<file path="src/rtl/imem_loader_pkg.sv">
// ---------------------------------------------------------------------------
// imem_loader_pkg
// Shared definitions for the boot-time instruction memory loader.
//   - loader_state_t : loader FSM states (CSUM only exists when the
//                      IMEM_LOADER_CHECKSUM_EN macro is defined)
//   - LEN_BYTES, WORD_BYTES, CSUM_BYTES : field sizes in the byte stream
//   - addr_bits()    : word-index width for a given memory depth
// ---------------------------------------------------------------------------
package imem_loader_pkg;

    localparam int LEN_BYTES  = 2;
    localparam int WORD_BYTES = 4;
    localparam int CSUM_BYTES = 4;

    typedef enum logic [2:0] {
        IDLE  = 3'd0,
        LEN   = 3'd1,
        DATA  = 3'd2,
        WRITE = 3'd3,
        DONE  = 3'd4,
        ERR   = 3'd5
`ifdef IMEM_LOADER_CHECKSUM_EN
        ,
        CSUM  = 3'd6
`endif
    } loader_state_t;

    function automatic int addr_bits(input int depth);
        return $clog2(depth);
    endfunction

endpackage

</file>
<file path="src/rtl/imem_byte_assembler.sv">
// ---------------------------------------------------------------------------
// imem_byte_assembler
// Collects 8-bit stream bytes into a little-endian 32-bit word.
// Ports:
//   clk, rst       : clock, asynchronous active-high reset
//   i_clear        : drop any partially assembled word
//   i_take         : a byte handshake happens this cycle
//   i_byte         : the byte being taken
//   i_last_idx     : index of the byte that completes the current field
//                    (1 for a 2-byte field, 3 for a 4-byte field)
//   o_word_valid   : field completes this cycle (combinational)
//   o_word         : assembled field including the incoming byte
// ---------------------------------------------------------------------------
module imem_byte_assembler
    import imem_loader_pkg::*;
(
    input  logic        clk,
    input  logic        rst,
    input  logic        i_clear,
    input  logic        i_take,
    input  logic [7:0]  i_byte,
    input  logic [1:0]  i_last_idx,
    output logic        o_word_valid,
    output logic [31:0] o_word
);

    logic [1:0]  r_count;
    logic [31:0] r_shift;
    logic [31:0] w_word;

    // The incoming byte is merged in combinationally so the owner can latch
    // the complete word on the same edge as the final handshake.
    always_comb begin
        w_word = r_shift;
        case (r_count)
            2'd0:    w_word[7:0]   = i_byte;
            2'd1:    w_word[15:8]  = i_byte;
            2'd2:    w_word[23:16] = i_byte;
            default: w_word[31:24] = i_byte;
        endcase
    end

    assign o_word       = w_word;
    assign o_word_valid = i_take && (r_count == i_last_idx);

    always_ff @(posedge clk or posedge rst) begin
        if (rst) begin
            r_count <= 2'd0;
            r_shift <= 32'd0;
        end else if (i_clear || o_word_valid) begin
            r_count <= 2'd0;
            r_shift <= 32'd0;
        end else if (i_take) begin
            r_count <= r_count + 2'd1;
            r_shift <= w_word;
        end
    end

endmodule

</file>
<file path="src/rtl/imem_loader.sv">
// ---------------------------------------------------------------------------
// imem_loader
// Boot-time program loader: takes a byte stream (2-byte LE word count N,
// then N LE 32-bit words), writes the words to consecutive addresses of the
// instruction memory and holds the CPU in reset until the image is in place.
// Optional macro IMEM_LOADER_CHECKSUM_EN: a 4-byte LE trailer equal to the
// mod-2^32 sum of all words must follow; mismatch aborts with error.
// Ports:
//   clk, rst      : clock, asynchronous active-high reset
//   i_start       : one-cycle load request (ignored while busy)
//   i_rx_valid    : byte available on i_rx_data
//   i_rx_data     : stream byte
//   o_rx_ready    : byte accepted when i_rx_valid & o_rx_ready
//   o_mem_we      : one-cycle write pulse per word
//   o_mem_addr    : byte address of the write
//   o_mem_wdata   : word to write
//   o_cpu_rst     : CPU reset hold
//   o_busy        : load in progress
//   o_done        : load completed (sticky until next start/rst)
//   o_error       : load aborted (sticky until next start/rst)
// ---------------------------------------------------------------------------
module imem_loader
    import imem_loader_pkg::*;
#(
    parameter int          WIDTH     = 32,
    parameter int          DEPTH     = 1024,
    parameter logic [31:0] BASE_ADDR = 32'h0
)(
    input  logic             clk,
    input  logic             rst,
    input  logic             i_start,
    input  logic             i_rx_valid,
    input  logic [7:0]       i_rx_data,
    output logic             o_rx_ready,
    output logic             o_mem_we,
    output logic [31:0]      o_mem_addr,
    output logic [WIDTH-1:0] o_mem_wdata,
    output logic             o_cpu_rst,
    output logic             o_busy,
    output logic             o_done,
    output logic             o_error
);

    localparam int                  ADDR_BITS   = addr_bits(DEPTH);
    localparam logic [16:0]         DEPTH_LIMIT = 17'(DEPTH);
    localparam logic [ADDR_BITS:0]  CNT_ONE     = (ADDR_BITS+1)'(1);

`ifdef IMEM_LOADER_CHECKSUM_EN
    localparam loader_state_t PAYLOAD_END = CSUM;
`else
    localparam loader_state_t PAYLOAD_END = DONE;
`endif

    loader_state_t      r_state;
    loader_state_t      w_next;
    logic [15:0]        r_len;
    logic               r_lenLatched;
    logic [ADDR_BITS:0] r_wordCnt;
    logic [31:0]        r_addr;
    logic [WIDTH-1:0]   r_wdata;
`ifdef IMEM_LOADER_CHECKSUM_EN
    logic [31:0]        r_sum;
`endif

    logic               w_take;
    logic               w_startAccept;
    logic               w_wordValid;
    logic [31:0]        w_word;
    logic [1:0]         w_lastIdx;
    logic               w_lastWord;

    imem_byte_assembler u_asm (
        .clk          (clk),
        .rst          (rst),
        .i_clear      (w_startAccept),
        .i_take       (w_take),
        .i_byte       (i_rx_data),
        .i_last_idx   (w_lastIdx),
        .o_word_valid (w_wordValid),
        .o_word       (w_word)
    );

    // Ready and field size depend on state only, kept apart from the
    // next-state logic so the handshake path has no loop through it.
    // Once the length is latched, LEN stops accepting for one cycle while
    // the count is checked.
    always_comb begin
        o_rx_ready = 1'b0;
        w_lastIdx  = 2'(WORD_BYTES - 1);
        case (r_state)
            LEN: begin
                o_rx_ready = !r_lenLatched;
                w_lastIdx  = 2'(LEN_BYTES - 1);
            end
            DATA: o_rx_ready = 1'b1;
`ifdef IMEM_LOADER_CHECKSUM_EN
            CSUM: begin
                o_rx_ready = 1'b1;
                w_lastIdx  = 2'(CSUM_BYTES - 1);
            end
`endif
            default: o_rx_ready = 1'b0;
        endcase
    end

    assign w_take        = i_rx_valid && o_rx_ready;
    assign w_startAccept = i_start && (r_state == IDLE || r_state == DONE || r_state == ERR);
    assign w_lastWord    = (r_wordCnt + CNT_ONE) == r_len[ADDR_BITS:0];

    always_ff @(posedge clk or posedge rst) begin
        if (rst) r_state <= IDLE;
        else     r_state <= w_next;
    end

    always_comb begin
        w_next    = r_state;
        o_mem_we  = 1'b0;
        o_busy    = 1'b0;
        o_done    = 1'b0;
        o_error   = 1'b0;
        o_cpu_rst = 1'b1;
        case (r_state)
            IDLE: begin
                if (i_start) w_next = LEN;
            end
            LEN: begin
                o_busy = 1'b1;
                if (r_lenLatched) begin
                    if (r_len == 16'd0)                   w_next = PAYLOAD_END;
                    else if ({1'b0, r_len} > DEPTH_LIMIT) w_next = ERR;
                    else                                  w_next = DATA;
                end
            end
            DATA: begin
                o_busy = 1'b1;
                if (w_wordValid) w_next = WRITE;
            end
            WRITE: begin
                o_busy   = 1'b1;
                o_mem_we = 1'b1;
                w_next   = w_lastWord ? PAYLOAD_END : DATA;
            end
`ifdef IMEM_LOADER_CHECKSUM_EN
            CSUM: begin
                o_busy = 1'b1;
                if (w_wordValid) w_next = (w_word == r_sum) ? DONE : ERR;
            end
`endif
            DONE: begin
                o_done    = 1'b1;
                o_cpu_rst = 1'b0;
                if (i_start) w_next = LEN;
            end
            ERR: begin
                o_error = 1'b1;
                if (i_start) w_next = LEN;
            end
            default: w_next = IDLE;
        endcase
    end

    // Length, word data, address and running sum. r_addr always holds the
    // address of the word about to be written, so mem_addr needs no adder.
    always_ff @(posedge clk or posedge rst) begin
        if (rst) begin
            r_len        <= 16'd0;
            r_lenLatched <= 1'b0;
            r_wordCnt    <= '0;
            r_addr       <= BASE_ADDR;
            r_wdata      <= '0;
`ifdef IMEM_LOADER_CHECKSUM_EN
            r_sum        <= 32'd0;
`endif
        end else begin
            if (w_startAccept) begin
                r_lenLatched <= 1'b0;
                r_wordCnt    <= '0;
                r_addr       <= BASE_ADDR;
`ifdef IMEM_LOADER_CHECKSUM_EN
                r_sum        <= 32'd0;
`endif
            end
            if (r_state == LEN && w_wordValid) begin
                r_len        <= w_word[15:0];
                r_lenLatched <= 1'b1;
            end
            if (r_state == DATA && w_wordValid) begin
                r_wdata <= w_word[WIDTH-1:0];
            end
            if (r_state == WRITE) begin
                r_wordCnt <= r_wordCnt + CNT_ONE;
                r_addr    <= r_addr + 32'd4;
`ifdef IMEM_LOADER_CHECKSUM_EN
                r_sum     <= r_sum + r_wdata;
`endif
            end
        end
    end

    assign o_mem_addr  = r_addr;
    assign o_mem_wdata = r_wdata;

endmodule
</file>
<file path="config.mk">
export PLATFORM = sky130hd
export DESIGN_NAME = imem_loader
export DESIGN_NICKNAME = d
export VERILOG_FILES = /design/src/rtl/imem_loader_pkg.sv /design/src/rtl/imem_byte_assembler.sv /design/src/rtl/imem_loader.sv
export SDC_FILE = /design/constraint.sdc
export NUM_CORES = 1
export LEC_CHECK = 0
export ABC_AREA = 1
export ABC_CLOCK_PERIOD_IN_PS = 5700
export CORE_UTILIZATION = 60
export DETAILED_ROUTE_END_ITERATION = 7
export GPL_TIMING_DRIVEN = 1
export HOLD_SLACK_MARGIN = 0.12
export PLACE_DENSITY_LB_ADDON = 0.05
export SYNTH_ARGS = -nofsm -noshare
export SYNTH_HDL_FRONTEND = slang
export SYNTH_HIERARCHICAL = 1
export SYNTH_SLANG_ARGS = --single-unit
export TNS_END_PERCENT = 10
</file>
<file path="constraint.sdc">
create_clock -name clk -period 5.7 [get_ports clk]
set_input_delay 1.14 -clock clk [delete_from_list [all_inputs] [get_ports clk]]
set_output_delay 1.14 -clock clk [all_outputs]
set_load 0.02 [all_outputs]
</file>
* Word-level counts from Yosys, hierarchy flattened
Cells that the tools add are included.
** Storage, ports and cells
- Word-level logic and storage cells :: 71
- Output and inout bits :: 70
- Input bits :: 12
- Bits in registers :: 129
** Cells by class
- Equal/unequal tests :: 12
- Add/sub/neg operators :: 3
- Reductions and logical operators :: 19
- Muxes and demuxes :: 28
- Order comparisons :: 1
** Operators with widths (number)
- two-way mux 32 bit :: 4
- adder 32 x 3 -> 32 bit (second input constant) :: 1
- two-way mux 8 bit :: 4
- two-way mux 11 bit :: 2
- two-way mux 3 bit :: 6
- > comparator 16 x 11 -> 1 bit (second input constant) :: 1
- zero test 16 bit :: 1
- case mux 3 bit (4 select lines) :: 1
- adder 11 x 1 -> 11 bit (second input constant) :: 1
- == test 11 bit :: 1
- OR reduction 3 bit :: 3
- two-way mux 1 bit :: 7
- == test 3 x 2 -> 1 bit (second input constant) :: 2
- == test 3 bit (second input constant) :: 2
- two-way mux 2 bit :: 3
- nonzero test 2 bit :: 3
- logical AND 1 bit :: 5
- inequality test 2 x 1 -> 1 bit (second input constant) :: 2
- == test 3 x 1 -> 1 bit (second input constant) :: 1
- zero test 3 bit :: 1
- logical OR 1 bit :: 3
- AND reduction 3 bit :: 1
- adder 2 x 1 -> 2 bit (second input constant) :: 1
- == test 2 x 1 -> 1 bit (second input constant) :: 1
- 6 further kinds :: 6

* Longest topological paths before layout
Gate-level depths: netlist (run 1).
- Depth after elaboration :: 6
- Mapped depth :: 16

* Modules after synthesis
The synthesis (run 1) kept the hierarchy.
** By module, submodules not included
- imem_loader :: sequential area each 2327.2 µm², cells each 576, instances 1, area an instance 4767.1 µm²
- imem_byte_assembler :: sequential area each 850.8 µm², cells each 261, instances 1, area an instance 1900.6 µm²

* Worst setup path before layout (run 1)
No wires, ideal clock.
- Kind :: input to register
- Start :: input port i_rx_valid
- End :: register r_wdata[4], in the netlist o_mem_wdata[4]
- Path buffers :: 2
- Stages on the path :: 8
- Data arrival time :: 2375 ps
- Slack :: 3195 ps
- Cells stage by stage :: a21boi_0 o21ai_1 nor2_1 nand2_1 buf_2 buf_2 nand2_1 o21ai_0
** Between the ends
- Longest elaborated chain between the ends :: 3
** RTL lines
- start: declaration :: line imem_loader.sv:32 : input logic i_rx_valid,
- logical AND 1 bit :: line imem_loader.sv:106 : assign w_take = i_rx_valid && o_rx_ready;
- logical AND 1 bit :: line imem_byte_assembler.sv:44 : assign o_word_valid = i_take && (r_count == i_last_idx);
- net w_wordValid :: line imem_loader.sv:67 : logic w_wordValid;
- logical AND 1 bit :: line imem_loader.sv:187 : if (r_state == DATA && w_wordValid) begin
- end signal: assignment :: line imem_loader.sv:188 : r_wdata <= w_word[WIDTH-1:0];
- end: declaration :: line imem_loader.sv:60 : logic [WIDTH-1:0] r_wdata;
The timed path passes the listed nets, and every way through them passes these cells.
A chain may end at the register's enable or synchronous reset.

* Worst setup path after layout (run 1)
- Start :: register r_state[2]
- End :: output port o_mem_we
** Between the ends
- Longest elaborated chain between the ends :: 2
** RTL lines
- start: declaration :: line imem_loader.sv:54 : loader_state_t r_state;
- start signal: assignment :: line imem_loader.sv:112 : else r_state <= w_next;
- == test 3 x 2 -> 1 bit :: line imem_loader.sv:122 : case (r_state)
- two-way mux 1 bit :: line imem_loader.sv:122
- end: declaration :: line imem_loader.sv:35 : output logic o_mem_we,
No other way between the ends.

==> results of run 1 <==
-- cell type report --
cell class / instances / area [um2]
Inverter: 119 / 448
Tap cell: 140 / 175
Fill cell: 797 / 2770
Clock inverter: 6 / 133
Multi-Input combinational cell: 562 / 2840
Sequential cell: 127 / 3180
Timing Repair Buffer: 84 / 828
Clock buffer: 23 / 467
-- kinds of logic after synthesis --
group                      count (synthesis)  synth area share, %
AOI/OAI and AO/OA                        157                 12.4
xor gates and xnor gates                   7                 1.14
and+or+nand+nor                          369                 24.3
other                                      2                0.113
adders and majority gates                  6                 1.13
muxes                                     20                 3.30
buffers and inverters                    149                 9.95
DFF                                      127                 47.7
-- metal layers --
| metal | track usage [%] | wire length (um) | up-vias | share of wire [%] |
|---|---|---|---|---|
| met1 | 38.8 | 6830 | 2739 | 42 |
| li1 | - | - | 2819 | - |
| met3 | 5.99 | 982 | 26 | 6.1 |
| met5 | 0 | 0 | - | 0 |
| met2 | 48.2 | 8000 | 229 | 50 |
| met4 | 12.3 | 262 | 0 | 1.6 |
-- sequential cells by signal (all words and copies together) (netlist names) --
name           count
r_lenLatched       1
r_len             16
u_asm/r_count      2
o_mem_addr        30
r_wordCnt         11
o_mem_wdata       32
u_asm/r_shift     32
r_state            3
-- Yosys cell counts (2+ instances only) --
master / instances
inv_2: 5
nor2_4: 4
dfrtp_1: 127
nor3_1: 6
mux2_2: 16
inv_1: 114
conb_1: 2
o22ai_1: 5
nand2_4: 2
ha_1: 6
clkbuf_1: 7
nand2_2: 2
nand3_1: 37
o21ai_1: 5
nor3_2: 5
mux2i_1: 4
nor4_1: 4
xnor2_1: 2
nand2_1: 178
a21oi_1: 47
o21ai_0: 92
buf_6: 8
buf_4: 3
xor2_1: 4
buf_2: 10
nor3_4: 2
nor2_1: 109
clkbuf_8: 2
nor2_2: 6
nand4_1: 9
-- worst max-delay path by stage --
stage	cells after the start	start	endpoint	slack, ns
final	4	r_state[2]	o_mem_we	2.05
after global routing	4	r_state[2]	o_mem_we	1.88
after CTS	4	r_state[2]	o_mem_we	2.03
after detailed placement	7	i_rx_valid	r_len[3]	1.91
after global placement	7	i_rx_valid	r_len[12]	2.04
after floorplan	1	rst	o_mem_addr[10]	2.14
-- per-stage QoR --
stage | worst slack, ns | cells | instance area, um2 | power, mW
finish | 2.05 | 1061 | 8070 | 3.46
detailed placement | 1.91 | 1032 | 7470 | 2.35
CTS | 2.03 | 1061 | 8070 | 3.47
floorplan | 2.14 | 838 | 6670 | 2.01
global route | 1.88 | 1061 | 8070 | 3.66
global placement | 2.04 | 1032 | 7470 | 2.29
-- worst max-delay path, delay by kind of cell (launching register included) --
kind	cells	cell delay [ns]
flops	1	0.44
simple gates	2	0.68
buf+inv	2	0.85
-- report_power, final --
group / internal [mW] / switching [mW]
clock network: 0.737 / 0.378
registers: 1.08 / 0.119
logic: 0.404 / 0.744
==> metrics.md, run 1 <==
| Metric | Value |
|---|---|
| Grt ovf | 0 |
| CTS resizes | 0 |
| R2R Setup Slk | between 2 and 3 ns |
| Worst hold path depth | 1 |
| Minimum clock period | roughly 3.7 ns |
| Synth Area per Inst | roughly 8.0 um2 |
| Vias per cell | between 5 and 6 |
| Die area | 0.0115 mm2 |
| Peak VDD IR | roughly 0.00026 V |
| Worst Hold End | o_mem_addr[31] |
| Rows | 38 |
| Commonest non-fill, non-tap cell in the layout | nand2_1 |
| Leakage power | 3.78 nW |
| Iter 0 DRT Violations | around 540 |
| Ant. Diodes | 0 |
| CTS tree | done |
| Final Hold Violating Endpoints | 0 |
| Final Cycle Share | about 64% |
| Status | completed |
| Synth warnings | 6 |
| Initial core utilization | about three fifths |
| Setup_tns | 0 ns |
| Crit-path slowest cell | clkdlybuf4s50_1 |
| RSZ-0062 raised after global routing | no |
| Die Height | approximately 110 um |
| Max incr delay on CP | 0.63 ns |
| Clock skew | a little over 0.007 ns |
| Layout cells sized above 1 | roughly 8.6% |
| Reg-to-reg endpoint | r_len[3] |
| Kind of critical path | register to output pin |
| DR WL/cell | about 15 um |
| 1st-pass router iterations | 5 |
| # clock sinks | ~130 |
| Area leader, netlist | dfrtp_1 |
| Core area | around 0.011 mm2 |
| Postcts setup bufs | 0 |
| Die Wd | 107 um |
| Register area share after synthesis | roughly 48% |
| DP HPWL | 10700 um |
| Cell Pwr Density | around 430 mW/mm2 |
| Routed Antenna Nets | 0 |
| Number of synthesized flops with an enable pin | 0 |
| Final-report setup violation count | 0 |
| CTS max path bufs | 2 |
| Async SR Flop Fraction | 100% |
| Hold_ws | approximately 0.47 ns |
| Vias in the first global route | ~5.4k |
| Largest net degree at the start of global routing | 69 |
| I/O pin cnt | slightly above 80 |
| Synth area leaders | dfrtp_1, nand2_1, o21ai_0, inv_1, nor2_1 |
| Count of cell types in the netlist | between 40 and 50 |
| Initial antenna violation count | 0 |
| Fin util | 74.4% |
| Top_reg_cell synth | dfrtp_1 |
| Worst-path clk slew | roughly 0.060 ns |
| Vias | between 5k and 6k |
| H-tree Lvls | 4 |
| Top-area cell type share of the netlist area | between 40 and 50% |
| Nature of the critical path startpoint | register |
| RD Place Congestion | approximately 0.87 |
| First-pass GRT wire length | 26200 um |
| Worst-skew pair later-pin latency | approximately 0.53 ns |
| Fmax | roughly 270 MHz |
| CTS buffer count | 17 |
| # Max-Cap Violations | 0 |
| Register-to-Register Path Depth | 8 |
| DRC | 0 |
| Buffers on Ports | approximately 80 |
| Layout area overhead | 21.0% |
| Post-Syn Instances | ~840 |
| Critical Path AT | 2.51 ns |
| Hold buffers post-CTS | 0 |
| Hold WC Path Type | register to register |
| Seq cells post-synth | 127 |
| Slew headroom | 42.9% |
| Critical path required time | between 4 and 5 ns |
| Most frequent cells in the layout | nand2_1, dfrtp_1, inv_1 |
| Cell Chain, Critical Path | nor2_2 -> nand2_1 -> inv_1 -> clkdlybuf4s50_1 |
| Slew Viols, Final | 0 |
| CTS Root Cell | clkbuf_8 |
| FF-to-FF Start | r_state[2] |
| CP endpoint kind | output pin |
| Worst slew pin tran | approximately 0.85 ns |
| Min-Delay Startpoint | o_mem_addr[31] |
| CP Max Fanout | 20 |
| WL final | about 16000 um |
| Final #Nets | around 930 |
| Syn Std Cell Area | approximately 0.0067 mm2 |
| GRT Total Usage | between 20% and 30% |
(Power assumes the default switching activity.)
==> run 2, diff against run 1 <==
--- a/config.mk
+++ b/config.mk
@@ -6,8 +6,8 @@
 export NUM_CORES = 1
 export LEC_CHECK = 0
 export ABC_AREA = 1
-export ABC_CLOCK_PERIOD_IN_PS = 5700
-export CORE_UTILIZATION = 60
+export ABC_CLOCK_PERIOD_IN_PS = 3380
+export CORE_UTILIZATION = 56
 export DETAILED_ROUTE_END_ITERATION = 7
 export GPL_TIMING_DRIVEN = 1
 export HOLD_SLACK_MARGIN = 0.12
==> constraint.sdc (replaced) <==
create_clock -name clk -period 3.38 [get_ports clk]
set_input_delay 0.676 -clock clk [delete_from_list [all_inputs] [get_ports clk]]
set_output_delay 0.676 -clock clk [all_outputs]
set_load 0.02 [all_outputs]
==> metrics.md, run 2 (synthesized netlist as in run 1, its figures left out) <==
| Metric | Value |
|---|---|
| Status | finished with violations |
| Failing checks | design-rule violations |
| Initial antenna violation count | 0 |
| H-tree Lvls | 4 |
| Hold_ws | ~0.47 ns |
| I/O pin cnt | 82 |
| Ant. Diodes | 0 |
| # Max-Cap Violations | 0 |
| Postcts setup bufs | 0 |
| Layout area overhead | 21.2% |
| Vias per cell | roughly 5.4 |
| Nature of the critical path startpoint | register |
| Kind of critical path | register to output pin |
| Final Cycle Share | 80.6% |
| RSZ-0062 raised after global routing | no |
| WL final | 15300 um |
| Slew headroom | roughly 40% |
| Buffers on Ports | between 70 and 80 |
| Final Hold Violating Endpoints | 0 |
| Vias | 5741 |
| Worst-path clk slew | around 0.050 ns |
| Setup Slack @ Placement | 0.645 ns |
| DP HPWL | 10400 um |
| # clock sinks | ~130 |
| Setup_tns | 0 ns |
| Worst slew pin tran | between 0.8 and 0.9 ns |
| Cell Pwr Density | between 700 and 800 mW/mm2 |
| Slew Viols, Final | 0 |
| Leakage power | roughly 3.8 nW |
| CTS tree | done |
| Clock skew | approximately 0.013 ns |
| Routed Antenna Nets | 0 |
| GRT Total Usage | 25.9% |
| Final setup margin | approximately 0.65 ns |
| 1st-pass router iterations | 7 |
| CTS max path bufs | 2 |
| Top Family by Delay on Critical Path | buffers and inverters |
| Die Wd | about 110 um |
| CP endpoint kind | output pin |
| DRC | 12 |
| Die area | 0.0123 mm2 |
| Final #Nets | between 900 and 1k |
| Final-report setup violation count | 0 |
| Minimum clock period | approximately 2.7 ns |
| Max incr delay on CP | roughly 0.6 ns |
| CTS resizes | 0 |
| CTS buffer count | 17 |
| CP Max Fanout | 6 |
| CP bufs+invs | 1 |
| Critical Path AT | 2.05 ns |
| Layout cells sized above 1 | approximately 8.5% |
| Most frequent cells in the layout | nand2_1, dfrtp_1, inv_1 |
| Fin util | about 70% |
| Iter 0 DRT Violations | 443 |
| RD Place Congestion | between 0.8 and 0.9 |
| Hold WC Path Type | register to register |
| Die Height | 111 um |
| Largest net degree at the start of global routing | 74 |
| Peak VDD IR | ~0.00049 V |
| Core area | roughly 0.012 mm2 |
| Worst-skew pair later-pin latency | roughly 0.42 ns |
| First-pass GRT wire length | about 25000 um |
| Crit-path slowest cell | clkdlybuf4s50_1 |
| CTS Root Cell | clkbuf_16 |
| Initial core utilization | 57.9% |
| # fillers | about 920 |
| Cell Chain, Critical Path | nor3_2 -> nand2_1 -> nand2_1 -> clkdlybuf4s50_1 |
| DR WL/cell | 14.4 um |
| Rows | 39 |
| Commonest non-fill, non-tap cell in the layout | nand2_1 |
| Hold buffers post-CTS | 0 |
| Critical path required time | 2.70 ns |
| Fmax | ~370 MHz |
| Vias in the first global route | approximately 5.6k |
| Cell mode on critical path | nand2_1 |
| Grt ovf | 0 |
-- run 2: stage by stage --
stage          cell area, um2  total power, mW  std cells
3_5_place_dp             7490             3.94       1036
3_3_place_gp             7490             3.87       1036
6_report                 8080             5.77       1066
5_1_grt                  8080             6.09       1066
4_1_cts                  8080             5.79       1066
2_1_floorplan            6670             3.38        838
-- run 2: final timing paths --
kind / start / end / slack (ns) / depth (start not counted)
max in group asynchronous: rst / r_wordCnt[6] / 2.10 / 3
setup / recovery: r_state[2] / o_rx_ready / 0.65 / 4
min in group asynchronous: rst / o_mem_wdata[21] / 0.58 / 2
hold / removal: o_mem_addr[31] / o_mem_addr[31] / 0.47 / 1
hold reg to reg: o_mem_addr[31] / o_mem_addr[31] / 0.47 / 1
setup reg to reg: r_state[2] / r_len[4] / 0.94 / 8
-- run 2: worst register-to-register path, cell delays in order (launching register included) --
cell	delay [ns]
dfrtp_1	0.45
nor3_2	0.27
nand2_1	0.18
a21boi_4	0.16
o21ai_1	0.13
nor2_1	0.21
nand2_1	0.55
nand2_1	0.24
o21ai_0	0.11
-- run 2: routing by layer --
layer  vias to the layer above  wire length (um)  global-route usage [%]
li1                       2823                 -                       -
met1                      2716              6500                    30.3
met2                       172              7590                    45.5
met3                        30               842                    6.34
met4                         0               378                    10.8
met5                         -                 0                       0
-- run 2: cell type report --
| class | count | area [um2] | area share, % |
|---|---|---|---|
| Inverter | 119 | 448 | 5.54 |
| Multi-Input combinational cell | 562 | 2840 | 35.2 |
| Timing Repair Buffer | 85 | 848 | 10.5 |
| Sequential cell | 127 | 3180 | 39.3 |
| Clock buffer | 23 | 448 | 5.54 |
| Clock inverter | 7 | 138 | 1.70 |
| Tap cell | 143 | 179 | 2.21 |
-- run 2: where the power goes --
| group | switching [mW] | internal, mW | leakage [nW] |
|---|---|---|---|
| sequential | 0.187 | 1.81 | 1.75 |
| clock | 0.626 | 1.22 | 0.281 |
| combinational | 1.23 | 0.686 | 1.75 |
| total | 2.05 | 3.72 | 3.78 |
==> run 3, diff against run 2 <==
--- a/config.mk
+++ b/config.mk
@@ -6,8 +6,8 @@
 export NUM_CORES = 1
 export LEC_CHECK = 0
 export ABC_AREA = 1
-export ABC_CLOCK_PERIOD_IN_PS = 3380
-export CORE_UTILIZATION = 56
+export ABC_CLOCK_PERIOD_IN_PS = 2300
+export CORE_UTILIZATION = 51
 export DETAILED_ROUTE_END_ITERATION = 7
 export GPL_TIMING_DRIVEN = 1
 export HOLD_SLACK_MARGIN = 0.12
==> constraint.sdc (replaced) <==
create_clock -name clk -period 2.3 [get_ports clk]
set_input_delay 0.46 -clock clk [delete_from_list [all_inputs] [get_ports clk]]
set_output_delay 0.46 -clock clk [all_outputs]
set_load 0.02 [all_outputs]
==> metrics.md, run 3 (synthesized netlist as in run 1, its figures left out) <==
| Metric | Value |
|---|---|
| Initial core utilization | a little over half |
| Vias | 5721 |
| Vias in the first global route | roughly 5.5k |
| Final #Nets | between 900 and 1k |
| DP HPWL | 10700 um |
| Power share of the clock group | 31.8% |
| Final Cycle Share | between 90% and 100% |
| Switch Pwr | approximately 3.1 mW |
| GRT Total Usage | between 20% and 30% |
| CTS buffer count | 17 |
| First-pass GRT wire length | between 20000 and 30000 um |
| CP Max Fanout | 4 |
| # Max-Cap Violations | 0 |
| Slew headroom | a little under three fifths |
| Fmax | about 440 MHz |
| CTS max path bufs | 2 |
| Die area | approximately 0.014 mm2 |
| # clock sinks | between 100 and 150 |
| Commonest non-fill, non-tap cell in the layout | nand2_1 |
| Peak VDD IR | between 0.0007 and 0.0008 V |
| Buffers on Ports | 79 |
| Hold_ws | 0.449 ns |
| Top Family by Delay on Critical Path | buffers and inverters |
| Iter 0 DRT Violations | 475 |
| Crit-path slowest cell | clkdlybuf4s50_1 |
| Routed Antenna Nets | 0 |
| RSZ-0062 raised after global routing | yes |
| Grt ovf | 0 |
| CTS tree | done |
| Critical Path AT | between 1.5 and 2 ns |
| Layout cells sized above 1 | about a tenth |
| Core area | between 0.01 and 0.015 mm2 |
| Register-to-Register Path Depth | 7 |
| Largest net degree at the start of global routing | between 60 and 70 |
| Cell Int Power | between 5 and 6 mW |
| Final Hold Violating Endpoints | 0 |
| Minimum clock period | around 2.3 ns |
| Flop pwr share | 34.4% |
| Sw Share | 36.6% |
| Die Height | roughly 120 um |
| 1st-pass router iterations | 5 |
| CP endpoint kind | output pin |
| Status | completed |
| Clock skew | around 0.006 ns |
| R2R Setup Slk | roughly 0.23 ns |
| Cell Pwr Density | roughly 1000 mW/mm2 |
| Logic pwr share | about a third |
| Leakage power | between 3 and 4 nW |
| Vias per cell | 5.19 |
| Hold buffers post-CTS | 0 |
| DR WL/cell | roughly 14 um |
| RD Place Congestion | 0.887 |
| FF-to-FF Start | r_state[2] |
| I/O pin cnt | 82 |
| CTS Root Cell | clkbuf_16 |
| Cell Chain, Critical Path | nor2_2 -> nand2_1 -> inv_1 -> clkdlybuf4s50_1 |
| Worst slew pin tran | approximately 0.64 ns |
| Die Wd | 116 um |
| Overall power | approximately 8.6 mW |
| Initial antenna violation count | 0 |
| CP bufs+invs | 2 |
| WL final | approximately 16000 um |
| Postcts setup bufs | 0 |
| Worst-skew pair later-pin latency | about 0.42 ns |
| Ant. Diodes | 0 |
| Final-report setup violation count | 0 |
| DRC | 0 |
| Most frequent cells in the layout | nand2_1, dfrtp_1, inv_1 |
| Worst-path clk slew | about 0.06 ns |
| Nature of the critical path startpoint | register |
| Kind of critical path | register to output pin |
| Hold WC Path Type | primary input to async pin |
| Critical path required time | between 1.5 and 2 ns |
| H-tree Lvls | 4 |
| Setup_tns | 0 ns |
| Reg-to-reg endpoint | u_asm/r_shift[24] |
| Rows | 41 |
| Max incr delay on CP | just under 0.6 ns |
| Slew Viols, Final | 0 |
| Layout area overhead | 23.6% |
-- run 3: per-stage QoR --
| step | std cells | setup WS, ns | util (%) | cell area [um2] |
|---|---|---|---|---|
| floorplan | 838 | 0.177 | - | 6680 |
| global placement | 1071 | 0.137 | 60.1 | 7620 |
| detailed placement | 1071 | 0.0848 | 60.1 | 7620 |
| CTS | 1103 | 0.0378 | 65.0 | 8230 |
| global route | 1103 | -0.0448 | 65.0 | 8240 |
| finish | 1103 | 0.0472 | 65.0 | 8240 |
-- run 3: worst reg2reg max path, delay by kind of cell, from the launching register on --
family / cells / cell delay, ns
buffers and inverters: 1 / 0.54
DFF: 1 / 0.47
AOI/OAI and AO/OA: 2 / 0.37
and+or+nand+nor: 4 / 0.58
-- run 3: routing by layer --
| metal | track usage, % | wire [um] | share of wire, % | vias up |
|---|---|---|---|---|
| li1 | - | - | - | 2830 |
| met1 | 32.8 | 7000 | 45 | 2707 |
| met2 | 40.7 | 7520 | 48 | 155 |
| met3 | 6.18 | 732 | 4.7 | 29 |
| met4 | 9.83 | 321 | 2.1 | 0 |
| met5 | 0 | 0 | 0 | - |
-- run 3: worst max path at each step --
stage | start | endpoint | cells after the start
final | r_state[1] | o_done | 4
after global routing | r_state[1] | o_done | 4
after CTS | r_state[1] | o_done | 4
after detailed placement | i_rx_valid | o_mem_wdata[29] | 7
after global placement | i_rx_valid | o_mem_wdata[22] | 7
after floorplan | r_state[2] | o_mem_wdata[4] | 10
-- run 3: layout make-up --
type	instances	area (um2)
Timing Repair Buffer	91	930
Sequential cell	127	3180
Multi-Input combinational cell	562	2860
Inverter	119	450
Clock inverter	11	130
Clock buffer	21	480
Fill cell	1066	4430
Tap cell	172	215
-- run 3: timing repair --
action,CTS,global route
gates resized for setup,4,4
cloned,0,0
setup endpoints to repair,3,12
-- run 3: power by group through the flow --
stage / Sequential (mW) / Clock [mW] / Combinational, mW
2_1_floorplan: 3.09 / 0 / 1.88
3_3_place_gp: 2.96 / 0 / 2.81
3_5_place_dp: 2.98 / 0 / 2.88
4_1_cts: 2.95 / 2.77 / 2.90
5_1_grt: 3.00 / 2.88 / 3.26
6_report: 2.95 / 2.72 / 2.90
